**src/rtl/boot_loader.sv**
```systemverilog
// Program loader: holds the core in reset, streams a host image into memory at LOAD_BASE, then releases the core.
// Optional readback check of the image is compiled in with BOOT_LOADER_VERIFY_EN.
module boot_loader #(
    parameter int unsigned ADDR_WIDTH = 16,
    parameter int unsigned DATA_WIDTH = 8,
    parameter int unsigned MEM_DEPTH  = 65536,
    parameter int unsigned LOAD_BASE  = 32'h0200
) (
    input  logic                  clk,
    input  logic                  reset_n,
    input  logic                  start,
    input  logic [ADDR_WIDTH-1:0] len,
    input  logic                  host_valid,
    input  logic [DATA_WIDTH-1:0] host_data,
    output logic                  host_ready,
    output logic [ADDR_WIDTH-1:0] mem_addr,
    output logic [DATA_WIDTH-1:0] mem_din,
    output logic                  mem_we,
    input  logic [DATA_WIDTH-1:0] mem_dout,
    input  logic [ADDR_WIDTH-1:0] core_addr,
    input  logic [DATA_WIDTH-1:0] core_din,
    input  logic                  core_we,
    output logic                  core_reset_n,
    output logic                  trigger_program,
    output logic                  busy,
    output logic                  done,
    output logic                  error
);

    localparam int unsigned MAX_LEN = MEM_DEPTH - LOAD_BASE;
    localparam logic [ADDR_WIDTH-1:0] BASE = ADDR_WIDTH'(LOAD_BASE);

    typedef enum logic [2:0] {
        S_IDLE    = 3'd0,
        S_LOAD    = 3'd1,
        S_VERIFY  = 3'd2,
        S_RELEASE = 3'd3,
        S_RUN     = 3'd4,
        S_ERROR   = 3'd5
    } state_t;

    state_t                state_q, state_d;
    logic [ADDR_WIDTH-1:0] len_q, len_d;
    logic [ADDR_WIDTH-1:0] count_q, count_d;
    logic [DATA_WIDTH-1:0] sum_q, sum_d;
    logic [ADDR_WIDTH-1:0] vcnt_q, vcnt_d;
    logic [DATA_WIDTH-1:0] chk_q, chk_d;
    logic [ADDR_WIDTH-1:0] mem_addr_q, mem_addr_d;
    logic [DATA_WIDTH-1:0] mem_din_q, mem_din_d;
    logic                  mem_we_q, mem_we_d;
    logic                  host_ready_q, host_ready_d;
    logic                  core_rst_n_q, core_rst_n_d;
    logic                  trig_q, trig_d;
    logic                  busy_q, busy_d;
    logic                  done_q, done_d;
    logic                  error_q, error_d;
    logic                  xfer_c;
    logic                  too_long_c;

    assign xfer_c     = (state_q == S_LOAD) && host_valid && host_ready_q;
    assign too_long_c = 32'(len) > MAX_LEN;

    // State and registered outputs
    always_ff @(posedge clk or negedge reset_n) begin
        if (!reset_n) begin
            state_q      <= S_IDLE;
            len_q        <= '0;
            count_q      <= '0;
            sum_q        <= '0;
            vcnt_q       <= '0;
            chk_q        <= '0;
            mem_addr_q   <= '0;
            mem_din_q    <= '0;
            mem_we_q     <= 1'b0;
            host_ready_q <= 1'b0;
            core_rst_n_q <= 1'b0;
            trig_q       <= 1'b0;
            busy_q       <= 1'b0;
            done_q       <= 1'b0;
            error_q      <= 1'b0;
        end else begin
            state_q      <= state_d;
            len_q        <= len_d;
            count_q      <= count_d;
            sum_q        <= sum_d;
            vcnt_q       <= vcnt_d;
            chk_q        <= chk_d;
            mem_addr_q   <= mem_addr_d;
            mem_din_q    <= mem_din_d;
            mem_we_q     <= mem_we_d;
            host_ready_q <= host_ready_d;
            core_rst_n_q <= core_rst_n_d;
            trig_q       <= trig_d;
            busy_q       <= busy_d;
            done_q       <= done_d;
            error_q      <= error_d;
        end
    end

    // Next-state and datapath counters
    always_comb begin
        state_d = state_q;
        len_d   = len_q;
        count_d = count_q;
        sum_d   = sum_q;
        vcnt_d  = vcnt_q;
        chk_d   = chk_q;
        case (state_q)
            S_IDLE, S_RUN, S_ERROR: begin
                if (start) begin
                    if (too_long_c) begin
                        state_d = S_ERROR;
                    end else if (len == '0) begin
                        state_d = S_RELEASE;
                    end else begin
                        len_d   = len;
                        count_d = '0;
                        sum_d   = '0;
                        state_d = S_LOAD;
                    end
                end
            end
            S_LOAD: begin
                if (xfer_c) begin
                    count_d = ADDR_WIDTH'(count_q + 1'b1);
                    sum_d   = DATA_WIDTH'(sum_q + host_data);
                end
                // count==len means the final write is on the bus this cycle
                if (count_q == len_q) begin
`ifdef BOOT_LOADER_VERIFY_EN
                    vcnt_d  = '0;
                    chk_d   = '0;
                    state_d = S_VERIFY;
`else
                    state_d = S_RELEASE;
`endif
                end
            end
`ifdef BOOT_LOADER_VERIFY_EN
            S_VERIFY: begin
                // Read data lags the address by one cycle, hence len+1 cycles here
                vcnt_d = ADDR_WIDTH'(vcnt_q + 1'b1);
                if (vcnt_q != '0) begin
                    chk_d = DATA_WIDTH'(chk_q + mem_dout);
                end
                if (vcnt_q == len_q) begin
                    state_d = (DATA_WIDTH'(chk_q + mem_dout) == sum_q) ? S_RELEASE : S_ERROR;
                end
            end
`endif
            S_RELEASE: state_d = S_RUN;
            default:   state_d = S_IDLE;
        endcase
    end

    // Output register inputs, decoded from the next state
    always_comb begin
        mem_addr_d   = mem_addr_q;
        mem_din_d    = mem_din_q;
        mem_we_d     = xfer_c;
        host_ready_d = (state_d == S_LOAD) && (count_d < len_d);
        core_rst_n_d = (state_d == S_RUN);
        trig_d       = (state_d == S_RUN) && (state_q != S_RUN);
        busy_d       = (state_d == S_LOAD) || (state_d == S_VERIFY) || (state_d == S_RELEASE);
        done_d       = (state_d == S_RUN);
        error_d      = (state_d == S_ERROR);
        if (xfer_c) begin
            mem_addr_d = BASE + count_q;
            mem_din_d  = host_data;
        end
`ifdef BOOT_LOADER_VERIFY_EN
        if (state_d == S_VERIFY) begin
            mem_addr_d = BASE + vcnt_d;
        end
`endif
    end

`ifndef BOOT_LOADER_VERIFY_EN
    logic unused_ok;
    assign unused_ok = ^{mem_dout, sum_q, vcnt_q, chk_q};
`endif

    // Core owns the memory port only while running
    assign mem_addr        = (state_q == S_RUN) ? core_addr : mem_addr_q;
    assign mem_din         = (state_q == S_RUN) ? core_din  : mem_din_q;
    assign mem_we          = (state_q == S_RUN) ? core_we   : mem_we_q;
    assign host_ready      = host_ready_q;
    assign core_reset_n    = core_rst_n_q;
    assign trigger_program = trig_q;
    assign busy            = busy_q;
    assign done            = done_q;
    assign error           = error_q;

endmodule

```
**config.mk**
```make
export PLATFORM = sky130hd
export DESIGN_NAME = boot_loader
export DESIGN_NICKNAME = d
export VERILOG_FILES = /design/src/rtl/boot_loader.sv
export SDC_FILE = /design/constraint.sdc
export NUM_CORES = 1
export LEC_CHECK = 0
export ABC_CLOCK_PERIOD_IN_PS = 4500
export BUFFER_PORTS_ARGS = -buffer_cell sky130_fd_sc_hd__buf_2
export CAP_MARGIN = 10
export CORE_MARGIN = 2
export CORE_UTILIZATION = 58
export DETAILED_ROUTE_END_ITERATION = 6
export GPL_TIMING_DRIVEN = 0
export PLACE_DENSITY = 0.91
export SLEW_MARGIN = 20
export SYNTH_ARGS = -nofsm -noshare
export SYNTH_HDL_FRONTEND = slang
export SYNTH_SLANG_ARGS = --single-unit
```
**constraint.sdc**
```tcl
create_clock -name clk -period 4.5 [get_ports clk]
set_input_delay 0.9 -clock clk [delete_from_list [all_inputs] [get_ports clk]]
set_output_delay 0.9 -clock clk [all_outputs]
set_load 0.05 [all_outputs]
```
After elaboration in Yosys (flattened, before gate mapping)
Index checks and enable logic that the tools add are counted.
- register bits: 65
- bits in latches: 0
- bits in writable memories: 0
- memory bits (read-only): 0
- bits of input ports: 61
- output and inout port bits: 31
- logic and storage cells: 52
- memories kept: 0
- add/sub/neg operators: 2
- $mul: 0
- divide/modulo/power cells: 0
- magnitude comparators: 2
- equality and inequality tests: 11
- shift-type cells: 0
- muxes and demuxes: 17
- bitwise logic cells: 0
- reductions and logical operators: 9
- operators with widths (cell ; number):
    $mux 16 ; 9
    $pmux 16 s2 ; 1
    $add 10x16->16 const A ; 1
    $add 16x1->16 const B ; 1
    $eq 16x16->1 ; 1
    $gt 16x16->1 const B ; 1
    $logic_not 16->1 ; 1
    $lt 16x16->1 ; 1
    $eq 3x3->1 const B ; 4
    $eq 3x2->1 const B ; 3
    $mux 3 ; 3
    $pmux 3 s3 ; 1
    $mux 8 ; 1
    $eq 3x1->1 const B ; 2
    $logic_and 1x1->1 ; 4
    $logic_not 3->1 ; 1
    $ne 3x3->1 const B ; 1
    $reduce_or 3->1 ; 1
    $logic_or 1x1->1 ; 2
    $mux 2 ; 1
    $mux 1 ; 1

Longest topological paths before layout
Gate-level depths: netlist (run 1).
- word-level depth: 8
- depth in mapped cells: 16
- depth with buffers taken out: 14

Worst setup path after synthesis (run 1)
OpenSTA, ideal clock, no wires.
- path kind: input to register
- from: in len[3]
- to: reg host_ready_q, in the netlist host_ready
- setup time: 0.065 ns
- arrival: 3.657 ns
- data required time: 4.435 ns
- slack: 0.778 ns
- cell stages on the path: 14
- buffers on the path: 2
- cells stage by stage: or4_4 -> nor4_4 -> mux2_1 -> buf_6 -> buf_6 -> nand3_1 -> o21ai_0 -> ha_1 -> a21oi_1 -> nand2_1 -> a221oi_1 -> o21ai_0 -> nor3b_1 -> o21a_1
- word-level cells in the longest chain between the ends: 7
- elaborated cells on any way between the ends: 17
- those cells by class: order compare: 2; eq/ne: 1; mux: 12; reduce/logical: 2
- RTL lines (item ; line ; source):
    start: declaration ; 12 ; input logic [ADDR_WIDTH-1:0] len,
    branches (longest 2 deep; another with $gt 16x16->1) ; n/a ;
    $mux 16 (*) ; 111 ; if (too_long_c) begin
    $mux 16 (*) ; 110 ; if (start) begin
    $pmux 16 s2 (*) ; 108 ; case (state_q)
    named net count_d[14] ; 44 ; logic [ADDR_WIDTH-1:0] count_q, count_d;
    $lt 16x16->1 (*) ; 161 ; host_ready_d = (state_d == S_LOAD) && (count_d < len_d);
    $logic_and 1x1->1 (*) ; 161 ;
    named net host_ready_d ; 51 ; logic host_ready_q, host_ready_d;
    end signal: assignment ; 91 ; host_ready_q <= host_ready_d;
    end: declaration ; 51 ;
Mark *: on every way through the listed nets, which the timed path passes.
A chain may end at the register's enable or synchronous reset.

Worst setup path in the final report (run 1)
- from: in len[13]
- to: reg host_ready_q, in the netlist host_ready
- word-level cells in the longest chain between the ends: 7
- elaborated cells on any way between the ends: 17
- those cells by class: order compare: 2; eq/ne: 1; mux: 12; reduce/logical: 2
- RTL lines (item ; line):
    branches (longest 6 deep; another with $gt 16x16->1) ; n/a
    $logic_and 1x1->1 (*) ; 161
    named net host_ready_d ; 51
Marks and branches as above.

==> flow_summary.html, run 1 <==
<table>
<tr><th>Metric</th><th>Value</th></tr>
<tr><th colspan="2">Layout</th></tr>
<tr><td>Number of antenna diodes</td><td>0</td></tr>
<tr><td>Final-stage net count</td><td>551</td></tr>
<tr><td>Final cell area excluding filler cells</td><td>4450 µm²</td></tr>
<tr><td>Signed area change from the synthesized netlist to the final layout</td><td>20.9%</td></tr>
<tr><td>Leading cell type in the layout, fill and taps excluded</td><td>sky130_fd_sc_hd__buf_2</td></tr>
<tr><td># fillers</td><td>455</td></tr>
<tr><td>Area taken by multi-input logic gates</td><td>1880 µm²</td></tr>
<tr><td>Filler-free cell count of the finished design</td><td>554</td></tr>
<tr><td>Layout cells sized above 1</td><td>30.2%</td></tr>
<tr><td>FF+latch area</td><td>1630 µm²</td></tr>
<tr><td>Most used cells in the layout excluding fill and tap cells</td><td>84 x sky130_fd_sc_hd__buf_2, 81 x sky130_fd_sc_hd__nand2_1, 65 x sky130_fd_sc_hd__dfrtp_1</td></tr>
<tr><th colspan="2">Drt</th></tr>
<tr><td>Total DRC errors in the routed layout</td><td>0</td></tr>
<tr><td>Detailed Route WL</td><td>8.99 mm</td></tr>
<tr><td>Per-cell via count in the routed design</td><td>5.66</td></tr>
<tr><td>Antenna-violating nets left</td><td>0</td></tr>
<tr><td>DRT Pass-1 Iters</td><td>7</td></tr>
<tr><td>Count of vias placed by the detailed router</td><td>3,136</td></tr>
<tr><td>DR WL/cell</td><td>16.2 µm</td></tr>
<tr><td>Number of DRC violations after detailed-routing iteration 0</td><td>218</td></tr>
<tr><th colspan="2">Synthesis</th></tr>
<tr><td>Number of flops mapped to enable cells by yosys</td><td>0</td></tr>
<tr><td>Synth cell types</td><td>44</td></tr>
<tr><td>Number of nets in the synthesized netlist</td><td>456</td></tr>
<tr><td>Netlist area before placement</td><td>3680 µm²</td></tr>
<tr><td>Number of synthesized register bits</td><td>65</td></tr>
<tr><td>Most used flip-flop cell after synthesis</td><td>sky130_fd_sc_hd__dfrtp_1</td></tr>
<tr><td>Ys async rst share</td><td>100%</td></tr>
<tr><td>Proportion of synthesized chip area in sequential cells</td><td>44.2%</td></tr>
<tr><td>Synth Instances</td><td>378</td></tr>
<tr><td>Number of warning messages in the yosys log</td><td>0</td></tr>
<tr><td>Syn_area_per_cell</td><td>9.74 µm²</td></tr>
<tr><th colspan="2">STA</th></tr>
<tr><td>Setup-failing EPs final</td><td>0</td></tr>
<tr><td>Final critical-path share of the clock period</td><td>90.6%</td></tr>
<tr><td>Slew @ Worst Pin</td><td>0.633 ns</td></tr>
<tr><td>Relative slew slack</td><td>57.4%</td></tr>
<tr><td>Min Tclk post-route</td><td>4.08 ns</td></tr>
<tr><td>Achievable Freq</td><td>0.245 GHz</td></tr>
<tr><td>Unrepaired setup endpoints after global routing</td><td>false</td></tr>
<tr><td>Number of slew-limit violations in the final report</td><td>0</td></tr>
<tr><td>Hold Slack</td><td>0.409 ns</td></tr>
<tr><td>Worst clock skew on the final layout</td><td>0.00749 ns</td></tr>
<tr><td>Final Hold Violating Endpoints</td><td>0</td></tr>
<tr><td>Fin Setup TNS</td><td>0 ns</td></tr>
<tr><th colspan="2">Place</th></tr>
<tr><td>I/O Buffers</td><td>83</td></tr>
<tr><td>Placed inst area</td><td>4220 µm²</td></tr>
<tr><td>HPWL after detailed placement</td><td>6.77 mm</td></tr>
<tr><td>Global placement routability congestion</td><td>0.855</td></tr>
<tr><td>Number of instances in the placed design</td><td>539</td></tr>
<tr><th colspan="2">Worst hold path</th></tr>
<tr><td>Worst hold path type</td><td>input pin to async pin</td></tr>
<tr><th colspan="2">Die</th></tr>
<tr><td>Area inside the core boundary</td><td>6240 µm²</td></tr>
<tr><td>Area of the die</td><td>7000 µm²</td></tr>
<tr><td>Die outline height</td><td>83.7 µm</td></tr>
<tr><td>Initial Util</td><td>59.0%</td></tr>
<tr><td>I/O pin cnt</td><td>92</td></tr>
<tr><td>Number of cell rows</td><td>29</td></tr>
<tr><td>Overall die width</td><td>83.7 µm</td></tr>
<tr><th colspan="2">Critical path</th></tr>
<tr><td>Startpoint of the worst-slack reg-to-reg timing path</td><td>state_q[1]$_DFF_PN0_</td></tr>
<tr><td>Reg-to-reg slack, setup</td><td>0.93 ns</td></tr>
<tr><td>Terminus of the critical flop-to-flop path</td><td>host_ready$_DFF_PN0_</td></tr>
<tr><td>Maximum fanout along the worst path</td><td>10</td></tr>
<tr><td>Crit start category</td><td>input pin</td></tr>
<tr><td>Data required time at the worst endpoint</td><td>4.78 ns</td></tr>
<tr><td>Kind of capture point of the worst setup path</td><td>flip-flop</td></tr>
<tr><td>Worst setup path startpoint</td><td>len[13]</td></tr>
<tr><td>Type of the worst setup path</td><td>input pin to flip-flop</td></tr>
<tr><td>FF-to-FF path depth</td><td>14</td></tr>
<tr><td>Crit path DAT</td><td>4.36 ns</td></tr>
<tr><th colspan="2">Clocking</th></tr>
<tr><td>Number of sinks handled by clock tree synthesis</td><td>65</td></tr>
<tr><td>Clock tree buffer depth</td><td>2</td></tr>
<tr><td>Post-CTS clock slew at the launch and capture registers of the worst setup and hold paths</td><td>0.07 ns</td></tr>
<tr><td>H-Tree Level Count</td><td>3</td></tr>
<tr><td>TritonCTS clock tree</td><td>done</td></tr>
<tr><td>Num CTS Buffers</td><td>9</td></tr>
<tr><td>Number of buffers inserted to repair setup after CTS</td><td>0</td></tr>
<tr><td>Post-CTS Hold Fix Bufs</td><td>0</td></tr>
<tr><td>Clock latency on the worst-skew pair</td><td>0.35 ns</td></tr>
<tr><td>CTS root buffer</td><td>sky130_fd_sc_hd__clkbuf_8</td></tr>
<tr><td>CTS-repair resized insts</td><td>0</td></tr>
<tr><th colspan="2">Global routing</th></tr>
<tr><td>Total congestion overflow</td><td>0</td></tr>
<tr><td>Overall global routing resource usage</td><td>27.4%</td></tr>
<tr><td>Vias in the first global route</td><td>3,117</td></tr>
<tr><td>Largest net degree at the start of global routing</td><td>52</td></tr>
<tr><td>Global-route wire length before repair</td><td>15.1 mm</td></tr>
<tr><td>Antenna violations before repair</td><td>0</td></tr>
<tr><th colspan="2">Pwr</th></tr>
<tr><td>P per Cell Area</td><td>415 nW/µm²</td></tr>
<tr><td>Static Leakage</td><td>2.40 nW</td></tr>
<tr><td>Overall power after layout</td><td>0.00185 W</td></tr>
<tr><td>Highest ir drop seen on vdd</td><td>0.304 mV</td></tr>
<tr><th colspan="2">Job</th></tr>
<tr><td>Max-Cap Viols</td><td>0</td></tr>
<tr><th colspan="2">Run status</th></tr>
<tr><td>Outcome</td><td>completed</td></tr>
</table>
[per-stage QoR]
step	util, %	setup slack, ns
final	71.4	0.423
after global routing	71.4	0.0775
after CTS	71.4	0.364
after detailed placement	67.7	0.0690
after global placement	67.2	0.117
after floorplan	-	0.778
[cell type report]
cell class	instances	share of cell area [%]
multi-input combinational	275	42.1
tap	77	2.16
clock buffer	13	3.79
clock inverter	2	1.35
inverter	22	1.85
sequential	65	36.5
timing repair buffer	84	10.0
buffer	16	2.19
[state kept, by name (all words and copies together), names as in the netlist, 3 cells and up]
signal      cells
mem_din_q       8
len_q          16
count_q        16
state_q         3
mem_addr_q     16
[how the worst max path moves through the flow]
stage / end / slack (ns) / depth (start not counted)
after detailed placement: host_ready$_DFF_PN0_ / 0.07 / 16
final: host_ready$_DFF_PN0_ / 0.42 / 15
after floorplan: host_ready$_DFF_PN0_ / 0.78 / 14
after global routing: host_ready$_DFF_PN0_ / 0.08 / 16
after CTS: host_ready$_DFF_PN0_ / 0.36 / 16
after global placement: host_ready$_DFF_PN0_ / 0.12 / 16
[synthesized netlist by cell type, types with 2 or more instances]
master,instances,share of area (%)
sky130_fd_sc_hd__nand2_1,81,8.3
sky130_fd_sc_hd__dfrtp_1,65,44
sky130_fd_sc_hd__mux2_2,30,9.2
sky130_fd_sc_hd__ha_1,17,5.8
sky130_fd_sc_hd__inv_1,16,1.6
sky130_fd_sc_hd__mux2i_1,16,4.3
sky130_fd_sc_hd__nand3_1,16,2.2
sky130_fd_sc_hd__o21ai_0,16,2.2
sky130_fd_sc_hd__nor2_1,15,1.5
sky130_fd_sc_hd__xor2_1,13,3.1
sky130_fd_sc_hd__xnor2_1,10,2.4
sky130_fd_sc_hd__clkbuf_1,9,0.92
sky130_fd_sc_hd__a21oi_1,8,1.1
sky130_fd_sc_hd__nand4_1,7,1.2
sky130_fd_sc_hd__inv_2,6,0.61
sky130_fd_sc_hd__and2_1,5,0.85
sky130_fd_sc_hd__and3_1,5,0.85
sky130_fd_sc_hd__and4_1,4,0.95
sky130_fd_sc_hd__nor4_1,4,0.68
sky130_fd_sc_hd__o2bb2ai_1,3,0.71
sky130_fd_sc_hd__a221oi_1,2,0.48
sky130_fd_sc_hd__buf_2,2,0.27
sky130_fd_sc_hd__buf_6,2,0.61
sky130_fd_sc_hd__nand2b_1,2,0.34
sky130_fd_sc_hd__o21a_1,2,0.41
sky130_fd_sc_hd__o31ai_1,2,0.41
sky130_fd_sc_hd__or3_1,2,0.34
sky130_fd_sc_hd__or4_1,2,0.41
[per-layer routing]
metal / track usage (%) / up-vias / wire length, µm
met5: 0 / - / 0
met1: 34.2 / 1478 / 3730
met3: 4.95 / 34 / 523
met4: 13.9 / 0 / 366
met2: 45.8 / 128 / 4370
li1: - / 1496 / -
[where the power goes]
group          internal (W)  total [W]  switching, W
Clock              0.000355   0.000571      0.000216
Sequential         0.000669   0.000752     0.0000836
Combinational      0.000191   0.000523      0.000332
[cell families (layout without fill, tap and decap cells)]
family | after synthesis | after routing | synth area share [%]
AOI/OAI and AO/OA | 38 | 38 | 6.32
buffers and inverters | 38 | 137 | 4.89
xor gates and xnor gates | 23 | 23 | 5.47
DFF | 65 | 65 | 44.2
adders and majority gates | 17 | 17 | 5.78
muxes | 47 | 47 | 13.8
and+or+nand+nor | 150 | 150 | 19.5
[critical path: stages]
cell                       delay (ns)
sky130_fd_sc_hd__buf_2           0.11
sky130_fd_sc_hd__or4_1           0.53
sky130_fd_sc_hd__nor4_1          0.50
sky130_fd_sc_hd__nand2b_1        0.19
sky130_fd_sc_hd__mux2_1          0.15
sky130_fd_sc_hd__buf_6           0.16
sky130_fd_sc_hd__buf_6           0.16
sky130_fd_sc_hd__mux2i_1         0.26
sky130_fd_sc_hd__ha_1            0.29
sky130_fd_sc_hd__a21oi_1         0.17
sky130_fd_sc_hd__nand2_1         0.09
sky130_fd_sc_hd__a221oi_1        0.31
sky130_fd_sc_hd__o21ai_0         0.17
sky130_fd_sc_hd__nor3b_1         0.21
sky130_fd_sc_hd__o21a_1          0.15
Note: power is estimated with default switching activity, not from simulation.
==> run 2: changes to the inputs <==
--- a/config.mk
+++ b/config.mk
@@ -5,14 +5,15 @@
 export SDC_FILE = /design/constraint.sdc
 export NUM_CORES = 1
 export LEC_CHECK = 0
+export ABC_AREA = 1
 export ABC_CLOCK_PERIOD_IN_PS = 4500
 export BUFFER_PORTS_ARGS = -buffer_cell sky130_fd_sc_hd__buf_2
 export CAP_MARGIN = 10
 export CORE_MARGIN = 2
-export CORE_UTILIZATION = 58
+export CORE_UTILIZATION = 59
 export DETAILED_ROUTE_END_ITERATION = 6
 export GPL_TIMING_DRIVEN = 0
-export PLACE_DENSITY = 0.91
+export PLACE_DENSITY = 0.86
 export SLEW_MARGIN = 20
 export SYNTH_ARGS = -nofsm -noshare
 export SYNTH_HDL_FRONTEND = slang
==> flow_summary.html, run 2 <==
<table>
<tr><th>Metric</th><th>Value</th></tr>
<tr><th colspan="2">Run status</th></tr>
<tr><td>Outcome</td><td>finished with violations (was completed)</td></tr>
<tr><td>Violations in the final reports</td><td>design-rule violations</td></tr>
<tr><th colspan="2">Synthesis</th></tr>
<tr><td>Synth Instances</td><td>478 (was 378)</td></tr>
<tr><td>Number of warning messages in the yosys log</td><td>0 (unchanged)</td></tr>
<tr><td>Post-Synth Adder-Cell Area</td><td>5.39% (was 5.78%)</td></tr>
<tr><td>Number of flops mapped to enable cells by yosys</td><td>0 (unchanged)</td></tr>
<tr><td>Syn_area_per_cell</td><td>8.26 µm² (was 9.74 µm²)</td></tr>
<tr><td>Most used flip-flop cell after synthesis</td><td>sky130_fd_sc_hd__dfrtp_1 (unchanged)</td></tr>
<tr><td>Netlist area before placement</td><td>3950 µm² (was 3680 µm²)</td></tr>
<tr><td>Area fraction in compound gates after synthesis</td><td>12.7% (was 6.32%)</td></tr>
<tr><td>Most instantiated cells after synthesis</td><td>98 x sky130_fd_sc_hd__nand2_1, 65 x sky130_fd_sc_hd__dfrtp_1, 55 x sky130_fd_sc_hd__inv_1 (was 81 x sky130_fd_sc_hd__nand2_1, 65 x sky130_fd_sc_hd__dfrtp_1, 30 x sky130_fd_sc_hd__mux2_2)</td></tr>
<tr><td>Proportion of synthesized chip area in sequential cells</td><td>41.2% (was 44.2%)</td></tr>
<tr><td>Area share of xor/xnor cells in the synthesized design</td><td>2.88% (was 5.47%)</td></tr>
<tr><td>Largest family of logic cells by synthesized area</td><td>simple AND/OR/NAND/NOR gates (unchanged)</td></tr>
<tr><td>Largest area contributor in the netlist</td><td>sky130_fd_sc_hd__dfrtp_1 (unchanged)</td></tr>
<tr><td>Synth cell types</td><td>50 (was 44)</td></tr>
<tr><td>Ys async rst share</td><td>100% (unchanged)</td></tr>
<tr><td>Number of nets in the synthesized netlist</td><td>556 (was 456)</td></tr>
<tr><td>Share of synthesized area spent on multiplexers</td><td>5.67% (was 13.8%)</td></tr>
<tr><td>Top cells by area in the synthesized netlist</td><td>sky130_fd_sc_hd__dfrtp_1 41%, sky130_fd_sc_hd__nand2_1 9.3%, sky130_fd_sc_hd__mux2_2 5.4% (was sky130_fd_sc_hd__dfrtp_1 44%, sky130_fd_sc_hd__mux2_2 9.2%, sky130_fd_sc_hd__nand2_1 8.3%)</td></tr>
<tr><td>Most repeated cell in the gate-level netlist after synthesis</td><td>sky130_fd_sc_hd__nand2_1 (unchanged)</td></tr>
<tr><td>Synth top area share</td><td>41.2% (was 44.2%)</td></tr>
<tr><td>Area share of and/or/nand/nor cells after synthesis</td><td>24.8% (was 19.5%)</td></tr>
<tr><td>Number of synthesized register bits</td><td>65 (unchanged)</td></tr>
<tr><th colspan="2">Clocking</th></tr>
<tr><td>CTS-repair resized insts</td><td>0 (unchanged)</td></tr>
<tr><td>Post-CTS clock slew at the launch and capture registers of the worst setup and hold paths</td><td>0.08 ns (was 0.07 ns)</td></tr>
<tr><td>CTS root buffer</td><td>sky130_fd_sc_hd__clkbuf_8 (unchanged)</td></tr>
<tr><td>Num CTS Buffers</td><td>9 (unchanged)</td></tr>
<tr><td>Number of buffers inserted to repair setup after CTS</td><td>0 (unchanged)</td></tr>
<tr><td>H-Tree Level Count</td><td>3 (unchanged)</td></tr>
<tr><td>Clock latency on the worst-skew pair</td><td>0.35 ns (about the same)</td></tr>
<tr><td>Clock tree buffer depth</td><td>2 (unchanged)</td></tr>
<tr><td>TritonCTS clock tree</td><td>done (unchanged)</td></tr>
<tr><td>Post-CTS Hold Fix Bufs</td><td>0 (unchanged)</td></tr>
<tr><td>Number of sinks handled by clock tree synthesis</td><td>65 (unchanged)</td></tr>
<tr><th colspan="2">Place</th></tr>
<tr><td>Worst setup timing slack at the placement stage</td><td>0.715 ns (was 0.0690 ns)</td></tr>
<tr><td>I/O Buffers</td><td>83 (unchanged)</td></tr>
<tr><td>Number of instances in the placed design</td><td>639 (was 539)</td></tr>
<tr><td>HPWL after detailed placement</td><td>8.31 mm (was 6.77 mm)</td></tr>
<tr><td>Global placement routability congestion</td><td>1.09 (was 0.855)</td></tr>
<tr><th colspan="2">Drt</th></tr>
<tr><td>Antenna-violating nets left</td><td>0 (unchanged)</td></tr>
<tr><td>Total DRC errors in the routed layout</td><td>13 (was 0)</td></tr>
<tr><td>Detailed Route WL</td><td>10.5 mm (was 8.99 mm)</td></tr>
<tr><td>Per-cell via count in the routed design</td><td>5.61 (was 5.66)</td></tr>
<tr><td>DRT Pass-1 Iters</td><td>7 (unchanged)</td></tr>
<tr><td>Number of DRC violations after detailed-routing iteration 0</td><td>358 (was 218)</td></tr>
<tr><td>DR WL/cell</td><td>16.0 µm (was 16.2 µm)</td></tr>
<tr><td>Count of vias placed by the detailed router</td><td>3,677 (was 3,136)</td></tr>
<tr><th colspan="2">Layout</th></tr>
<tr><td>Layout cells sized above 1</td><td>28.9% (was 30.2%)</td></tr>
<tr><td>FF+latch area</td><td>1630 µm² (unchanged)</td></tr>
<tr><td>Top flop regs</td><td>count_q: 16 flops, len_q: 16 flops, mem_addr_q: 16 flops (unchanged)</td></tr>
<tr><td>Most used cells in the layout excluding fill and tap cells</td><td>98 x sky130_fd_sc_hd__nand2_1, 85 x sky130_fd_sc_hd__buf_2, 65 x sky130_fd_sc_hd__dfrtp_1 (was 84 x sky130_fd_sc_hd__buf_2, 81 x sky130_fd_sc_hd__nand2_1, 65 x sky130_fd_sc_hd__dfrtp_1)</td></tr>
<tr><td># fillers</td><td>508 (was 455)</td></tr>
<tr><td>Util after Layout</td><td>72.6% (was 71.4%)</td></tr>
<tr><td>Signed area change from the synthesized netlist to the final layout</td><td>18.1% (was 20.9%)</td></tr>
<tr><td>Final-stage net count</td><td>651 (was 551)</td></tr>
<tr><td>Filler-free cell count of the finished design</td><td>655 (was 554)</td></tr>
<tr><td>Leading cell type in the layout, fill and taps excluded</td><td>sky130_fd_sc_hd__nand2_1 (was sky130_fd_sc_hd__buf_2)</td></tr>
<tr><td>Area taken by multi-input logic gates</td><td>2030 µm² (was 1880 µm²)</td></tr>
<tr><td>Number of antenna diodes</td><td>0 (unchanged)</td></tr>
<tr><th colspan="2">STA</th></tr>
<tr><td>Unrepaired setup endpoints after global routing</td><td>false (unchanged)</td></tr>
<tr><td>Achievable Freq</td><td>0.280 GHz (was 0.245 GHz)</td></tr>
<tr><td>Slew @ Worst Pin</td><td>0.594 ns (was 0.633 ns)</td></tr>
<tr><td>Number of slew-limit violations in the final report</td><td>0 (unchanged)</td></tr>
<tr><td>Min Tclk post-route</td><td>3.57 ns (was 4.08 ns)</td></tr>
<tr><td>Worst clock skew on the final layout</td><td>0.00822 ns (was 0.00749 ns)</td></tr>
<tr><td>Final critical-path share of the clock period</td><td>79.2% (was 90.6%)</td></tr>
<tr><td>Smallest setup slack after layout</td><td>0.934 ns (was 0.423 ns)</td></tr>
<tr><td>Final Hold Violating Endpoints</td><td>0 (unchanged)</td></tr>
<tr><td>Fin Setup TNS</td><td>0 ns (unchanged)</td></tr>
<tr><td>Setup-failing EPs final</td><td>0 (unchanged)</td></tr>
<tr><td>Relative slew slack</td><td>60.4% (was 57.4%)</td></tr>
<tr><th colspan="2">Global routing</th></tr>
<tr><td>Antenna violations before repair</td><td>0 (unchanged)</td></tr>
<tr><td>Largest net degree at the start of global routing</td><td>39 (was 52)</td></tr>
<tr><td>Vias in the first global route</td><td>3,515 (was 3,117)</td></tr>
<tr><td>Total congestion overflow</td><td>0 (unchanged)</td></tr>
<tr><td>Global-route wire length before repair</td><td>17.1 mm (was 15.1 mm)</td></tr>
<tr><td>Overall global routing resource usage</td><td>30.3% (was 27.4%)</td></tr>
<tr><th colspan="2">Worst hold path</th></tr>
<tr><td>Worst hold path type</td><td>input pin to async pin (unchanged)</td></tr>
<tr><th colspan="2">Die</th></tr>
<tr><td>Number of cell rows</td><td>29 (unchanged)</td></tr>
<tr><td>Area inside the core boundary</td><td>6420 µm² (was 6240 µm²)</td></tr>
<tr><td>Overall die width</td><td>85.8 µm (was 83.7 µm)</td></tr>
<tr><td>Initial Util</td><td>61.5% (was 59.0%)</td></tr>
<tr><td>Die outline height</td><td>85.8 µm (was 83.7 µm)</td></tr>
<tr><td>I/O pin cnt</td><td>92 (unchanged)</td></tr>
<tr><td>Area of the die</td><td>7360 µm² (was 7000 µm²)</td></tr>
<tr><th colspan="2">Pwr</th></tr>
<tr><td>P per Cell Area</td><td>450 nW/µm² (was 415 nW/µm²)</td></tr>
<tr><td>Highest ir drop seen on vdd</td><td>0.206 mV (was 0.304 mV)</td></tr>
<tr><td>Overall power after layout</td><td>0.00210 W (was 0.00185 W)</td></tr>
<tr><td>Static Leakage</td><td>2.39 nW (was 2.40 nW)</td></tr>
<tr><th colspan="2">Job</th></tr>
<tr><td>Max-Cap Viols</td><td>0 (unchanged)</td></tr>
<tr><th colspan="2">Critical path</th></tr>
<tr><td>FF-to-FF path depth</td><td>14 (unchanged)</td></tr>
<tr><td>Crit path DAT</td><td>3.85 ns (was 4.36 ns)</td></tr>
<tr><td>Type of the worst setup path</td><td>input pin to flip-flop (unchanged)</td></tr>
<tr><td>Kind of capture point of the worst setup path</td><td>flip-flop (unchanged)</td></tr>
<tr><td>Crit start category</td><td>input pin (unchanged)</td></tr>
<tr><td>Startpoint of the worst-slack reg-to-reg timing path</td><td>state_q[2]$_DFF_PN0_ (was state_q[1]$_DFF_PN0_)</td></tr>
<tr><td>Reg-to-reg slack, setup</td><td>1.28 ns (was 0.93 ns)</td></tr>
<tr><td>Data required time at the worst endpoint</td><td>4.78 ns (about the same)</td></tr>
<tr><td>Terminus of the critical flop-to-flop path</td><td>host_ready$_DFF_PN0_ (unchanged)</td></tr>
<tr><td>Maximum fanout along the worst path</td><td>10 (unchanged)</td></tr>
</table>
-- run 2: changes by cell type in the layout (fill, tap and decap cells not counted), sizes merged, moves of 7 or more --
| cell | before | now |
|---|---|---|
| inv | 22 | 57 |
| nor2 | 16 | 46 |
| o21ai | 17 | 44 |
| nand2 | 81 | 103 |
| or2 | 0 | 18 |
| mux2i | 16 | 1 |
| mux2 | 31 | 19 |
| a21oi | 8 | 19 |
| nor3 | 1 | 8 |
-- run 2: power breakdown --
part | switching [W] | leakage, nW | total, W | internal, W
Combinational | 0.000575 | 1.50 | 0.000845 | 0.000270
Sequential | 0.000101 | 0.804 | 0.000801 | 0.000699
Clock | 0.000236 | 0.0887 | 0.000451 | 0.000215
-- run 2: cells by family (layout without fill, tap and decap cells) --
logic type,after synthesis,after routing
adders and majority gates,17,17
buffers and inverters,74,174
xor gates and xnor gates,13,13
AOI/OAI and AO/OA,80,80
and+or+nand+nor,209,209
muxes,20,20
DFF,65,65
-- run 2: through the flow --
stage | instance area [µm²] | hold slack, ns
after floorplan | 3950 | 0.436
after global placement | 4460 | 0.451
after detailed placement | 4480 | 0.457
after CTS | 4660 | 0.468
after global routing | 4660 | 0.484
final | 4660 | 0.464
-- run 2: critical path, stage by stage --
cell and delay [ns]:
sky130_fd_sc_hd__buf_2 0.12, sky130_fd_sc_hd__nor2_1 0.10, sky130_fd_sc_hd__nand2_1 0.06, sky130_fd_sc_hd__nor2_1 0.21, sky130_fd_sc_hd__a21oi_1 0.16, sky130_fd_sc_hd__nand3_2 0.15, sky130_fd_sc_hd__clkbuf_1 0.49, sky130_fd_sc_hd__o21ai_0 0.18
sky130_fd_sc_hd__a21oi_1 0.29, sky130_fd_sc_hd__ha_1 0.30, sky130_fd_sc_hd__a21oi_1 0.15, sky130_fd_sc_hd__nor2_1 0.05, sky130_fd_sc_hd__a211oi_1 0.19, sky130_fd_sc_hd__nor2_1 0.08, sky130_fd_sc_hd__a31oi_1 0.15, sky130_fd_sc_hd__nand4_1 0.13
sky130_fd_sc_hd__a21oi_2 0.13
-- run 2: per-layer routing --
| metal | wire [µm] | vias to the layer above | global-route usage, % |
|---|---|---|---|
| li1 | - | 1778 | - |
| met1 | 4590 | 1715 | 40.5 |
| met2 | 4890 | 161 | 50.2 |
| met3 | 740 | 23 | 5.68 |
| met4 | 233 | 0 | 9.81 |
| met5 | 0 | - | 0 |
-- run 2: final cells by class --
cell class	instances	area share [%]
clock buffer	10	2.95
tap	77	2.07
clock inverter	6	0.912
timing repair buffer	84	9.39
buffer	16	1.56
inverter	58	4.67
multi-input combinational	339	43.6
sequential	65	34.9
-- run 2: worst max path at each step --
stage	startpoint	end	slack, ns
finish	len[14]	host_ready$_DFF_PN0_	0.93
global route	len[11]	host_ready$_DFF_PN0_	0.59
CTS	len[14]	host_ready$_DFF_PN0_	1.07
detailed placement	len[14]	host_ready$_DFF_PN0_	0.72
global placement	len[0]	host_ready$_DFF_PN0_	0.74
floorplan	len[6]	host_ready$_DFF_PN0_	1.52
==> run 3: changes to the inputs <==
--- a/config.mk
+++ b/config.mk
@@ -6,14 +6,14 @@
 export NUM_CORES = 1
 export LEC_CHECK = 0
 export ABC_AREA = 1
-export ABC_CLOCK_PERIOD_IN_PS = 4500
+export ABC_CLOCK_PERIOD_IN_PS = 3600
 export BUFFER_PORTS_ARGS = -buffer_cell sky130_fd_sc_hd__buf_2
 export CAP_MARGIN = 10
 export CORE_MARGIN = 2
-export CORE_UTILIZATION = 59
+export CORE_UTILIZATION = 54
 export DETAILED_ROUTE_END_ITERATION = 6
 export GPL_TIMING_DRIVEN = 0
-export PLACE_DENSITY = 0.86
+export PLACE_DENSITY = 0.8
 export SLEW_MARGIN = 20
 export SYNTH_ARGS = -nofsm -noshare
 export SYNTH_HDL_FRONTEND = slang
==> constraint.sdc (replaced) <==
create_clock -name clk -period 3.6 [get_ports clk]
set_input_delay 0.72 -clock clk [delete_from_list [all_inputs] [get_ports clk]]
set_output_delay 0.72 -clock clk [all_outputs]
set_load 0.05 [all_outputs]
==> flow_summary.html, run 3 (same netlist as run 2, synthesis figures left out) <==
<table>
<tr><th>Metric</th><th>Value</th></tr>
<tr><th colspan="2">Drt</th></tr>
<tr><td>Number of DRC violations after detailed-routing iteration 0</td><td>299 (was 358)</td></tr>
<tr><td>Detailed Route WL</td><td>10.6 mm (was 10.5 mm)</td></tr>
<tr><td>Met3 wire length</td><td>731 µm (was 740 µm)</td></tr>
<tr><td>Count of vias placed by the detailed router</td><td>3,696 (was 3,677)</td></tr>
<tr><td>DRT Pass-1 Iters</td><td>5 (was 7)</td></tr>
<tr><td>Antenna-violating nets left</td><td>0 (unchanged)</td></tr>
<tr><td>Detail Route met2 WL</td><td>5.01 mm (was 4.89 mm)</td></tr>
<tr><td>Wire length on met1</td><td>4.69 mm (was 4.59 mm)</td></tr>
<tr><td>DR WL/cell</td><td>15.7 µm (was 16.0 µm)</td></tr>
<tr><td>Per-cell via count in the routed design</td><td>5.47 (was 5.61)</td></tr>
<tr><td>Total DRC errors in the routed layout</td><td>0 (was 13)</td></tr>
<tr><td>Max layer used</td><td>met4 (unchanged)</td></tr>
<tr><th colspan="2">Die</th></tr>
<tr><td>I/O pin cnt</td><td>92 (unchanged)</td></tr>
<tr><td>Area of the die</td><td>8010 µm² (was 7360 µm²)</td></tr>
<tr><td>Initial Util</td><td>55.0% (was 61.5%)</td></tr>
<tr><td>Die outline height</td><td>89.5 µm (was 85.8 µm)</td></tr>
<tr><td>Area inside the core boundary</td><td>7180 µm² (was 6420 µm²)</td></tr>
<tr><td>Overall die width</td><td>89.5 µm (was 85.8 µm)</td></tr>
<tr><td>Number of cell rows</td><td>31 (was 29)</td></tr>
<tr><th colspan="2">Layout</th></tr>
<tr><td>Top flop regs</td><td>count_q: 16 flops, len_q: 16 flops, mem_addr_q: 16 flops (unchanged)</td></tr>
<tr><td>Most used cells in the layout excluding fill and tap cells</td><td>98 x sky130_fd_sc_hd__nand2_1, 85 x sky130_fd_sc_hd__buf_2, 65 x sky130_fd_sc_hd__dfrtp_1 (unchanged)</td></tr>
<tr><td>Signed area change from the synthesized netlist to the final layout</td><td>19.9% (was 18.1%)</td></tr>
<tr><td>Number of antenna diodes</td><td>0 (unchanged)</td></tr>
<tr><td>Leading cell type in the layout, fill and taps excluded</td><td>sky130_fd_sc_hd__nand2_1 (unchanged)</td></tr>
<tr><td>Final-stage net count</td><td>650 (was 651)</td></tr>
<tr><td>Layout cells sized above 1</td><td>29.1% (was 28.9%)</td></tr>
<tr><td>Final cell area excluding filler cells</td><td>4730 µm² (was 4660 µm²)</td></tr>
<tr><th colspan="2">Clocking</th></tr>
<tr><td>Post-CTS Hold Fix Bufs</td><td>0 (unchanged)</td></tr>
<tr><td>Number of sinks handled by clock tree synthesis</td><td>65 (unchanged)</td></tr>
<tr><td>CTS root buffer</td><td>sky130_fd_sc_hd__clkbuf_8 (unchanged)</td></tr>
<tr><td>H-Tree Level Count</td><td>3 (unchanged)</td></tr>
<tr><td>Clock latency on the worst-skew pair</td><td>0.37 ns (was 0.35 ns)</td></tr>
<tr><td>Num CTS Buffers</td><td>9 (unchanged)</td></tr>
<tr><td>Clock tree buffer depth</td><td>2 (unchanged)</td></tr>
<tr><td>TritonCTS clock tree</td><td>done (unchanged)</td></tr>
<tr><td>Post-CTS clock slew at the launch and capture registers of the worst setup and hold paths</td><td>0.08 ns (about the same)</td></tr>
<tr><th colspan="2">STA</th></tr>
<tr><td>Final critical-path share of the clock period</td><td>91.6%</td></tr>
<tr><td>Slew @ Worst Pin</td><td>0.563 ns (was 0.594 ns)</td></tr>
<tr><td>Min Tclk post-route</td><td>3.30 ns</td></tr>
<tr><td>Unrepaired setup endpoints after global routing</td><td>false (unchanged)</td></tr>
<tr><td>Relative slew slack</td><td>62.0% (was 60.4%)</td></tr>
<tr><td>Number of slew-limit violations in the final report</td><td>0 (unchanged)</td></tr>
<tr><td>Worst clock skew on the final layout</td><td>0.0176 ns (was 0.00822 ns)</td></tr>
<tr><td>Achievable Freq</td><td>0.303 GHz</td></tr>
<tr><td>Setup-failing EPs final</td><td>0 (unchanged)</td></tr>
<tr><td>Final Hold Violating Endpoints</td><td>0 (unchanged)</td></tr>
<tr><td>Hold Slack</td><td>0.260 ns (was 0.464 ns)</td></tr>
<tr><th colspan="2">Global routing</th></tr>
<tr><td>Global-route wire length before repair</td><td>16.4 mm (was 17.1 mm)</td></tr>
<tr><td>Antenna violations before repair</td><td>0 (unchanged)</td></tr>
<tr><td>Overall global routing resource usage</td><td>28.0% (was 30.3%)</td></tr>
<tr><td>Largest net degree at the start of global routing</td><td>43 (was 39)</td></tr>
<tr><td>Vias in the first global route</td><td>3,382 (was 3,515)</td></tr>
<tr><td>Total congestion overflow</td><td>0 (unchanged)</td></tr>
<tr><th colspan="2">Critical path</th></tr>
<tr><td>Crit start category</td><td>input pin (unchanged)</td></tr>
<tr><td>Type of the worst setup path</td><td>input pin to flip-flop (unchanged)</td></tr>
<tr><td>Kind of capture point of the worst setup path</td><td>flip-flop (unchanged)</td></tr>
<tr><td>Data required time at the worst endpoint</td><td>3.89 ns (was 4.78 ns)</td></tr>
<tr><td>Maximum fanout along the worst path</td><td>16 (was 10)</td></tr>
<tr><td>Crit path DAT</td><td>3.58 ns (was 3.85 ns)</td></tr>
<tr><th colspan="2">Place</th></tr>
<tr><td>Placed inst area</td><td>4510 µm² (was 4480 µm²)</td></tr>
<tr><td>HPWL after detailed placement</td><td>8.40 mm (was 8.31 mm)</td></tr>
<tr><td>Global placement routability congestion</td><td>0.961 (was 1.09)</td></tr>
<tr><td>I/O Buffers</td><td>83 (unchanged)</td></tr>
<tr><th colspan="2">Pwr</th></tr>
<tr><td>P per Cell Area</td><td>586 nW/µm² (was 450 nW/µm²)</td></tr>
<tr><td>Highest ir drop seen on vdd</td><td>0.249 mV (was 0.206 mV)</td></tr>
<tr><td>Static Leakage</td><td>2.41 nW (was 2.39 nW)</td></tr>
<tr><th colspan="2">Worst hold path</th></tr>
<tr><td>Worst hold path type</td><td>input pin to async pin (unchanged)</td></tr>
<tr><th colspan="2">Job</th></tr>
<tr><td>Max-Cap Viols</td><td>0 (unchanged)</td></tr>
<tr><th colspan="2">Run status</th></tr>
<tr><td>Outcome</td><td>completed (was finished with violations)</td></tr>
</table>
==> run 3: cell count changes in the layout (fill, tap and decap cells not counted), sizes merged <==
| cell | previous run | this run |
|---|---|---|
| bufinv | 0 | 2 |
| clkinvlp | 2 | 0 |
| inv | 57 | 58 |
| clkbuf | 20 | 18 |
==> run 3: per-layer routing <==
metal  vias up  global-route usage, %
li1       1782                      -
met1      1726                   37.0
met2       171                   46.6
met3        17                   4.52
met4         0                   10.3
met5         -                      0
==> run 3: timing repair <==
item                                    4_1_cts  5_1_grt
gates resized for setup                       0        1
endpoints found under the setup margin        0        1
setup buffers                                 0        0
==> run 3: final timing paths <==
kind | start | endpoint | slack (ns) | depth (start not counted)
min in group clk | mem_din_q[2]$_DFFE_PN0P_ | mem_din_q[2]$_DFFE_PN0P_ | 0.47 | 2
worst max register to register | state_q[0]$_DFF_PN0_ | host_ready$_DFF_PN0_ | 0.38 | 15
worst min-delay path | reset_n | count_q[3]$_DFF_PN0_ | 0.26 | 1
worst max-delay path | len[0] | host_ready$_DFF_PN0_ | 0.30 | 18
max in group asynchronous | reset_n | count_q[9]$_DFF_PN0_ | 2.80 | 2
worst min register to register | mem_din_q[2]$_DFFE_PN0P_ | mem_din_q[2]$_DFFE_PN0P_ | 0.47 | 2
==> run 3: where the power goes <==
| group | internal [W] | switching [W] | total [W] |
|---|---|---|---|
| combinational | 0.000339 | 0.000722 | 0.00106 |
| clock | 0.000398 | 0.000316 | 0.000714 |
| sequential | 0.000874 | 0.000127 | 0.00100 |
| total | 0.00161 | 0.00116 | 0.00277 |
==> run 3: critical path, cell delays in order <==
cell	delay (ns)
sky130_fd_sc_hd__buf_2	0.12
sky130_fd_sc_hd__nor2_1	0.10
sky130_fd_sc_hd__nand2_1	0.08
sky130_fd_sc_hd__nor2_2	0.18
sky130_fd_sc_hd__nand2_1	0.09
sky130_fd_sc_hd__nand2_2	0.13
sky130_fd_sc_hd__nand3_2	0.34
sky130_fd_sc_hd__clkbuf_1	0.32
sky130_fd_sc_hd__or2_0	0.26
sky130_fd_sc_hd__o21ai_0	0.12
sky130_fd_sc_hd__ha_1	0.29
sky130_fd_sc_hd__nand2_1	0.09
sky130_fd_sc_hd__nor2_1	0.05
sky130_fd_sc_hd__a211oi_1	0.18
sky130_fd_sc_hd__nor2_1	0.07
sky130_fd_sc_hd__a31oi_1	0.16
sky130_fd_sc_hd__nand4_1	0.13
sky130_fd_sc_hd__a21oi_2	0.15
==> run 3: metrics by stage <==
step	utilization, %	TNS [ns]	power, W	cells	setup WS, ns
floorplan	-	0	0.00176	478	0.804
global placement	62.5	-0.00733	0.00202	660	-0.00733
detailed placement	62.9	-0.157	0.00206	661	-0.157
CTS	66.0	0	0.00278	677	0.211
global route	66.0	0	0.00295	676	0.0650
finish	66.0	0	0.00277	676	0.302
==> run 3: cell type report <==
type,count,area (µm²)
flip-flops and latches,65,1630
clock inverters,7,103
well taps,99,124
plain buffers,15,68.8
multi-input cells,339,2030
inverters,58,218
fillers,606,2440
clock buffers,9,124
repair buffers,84,438
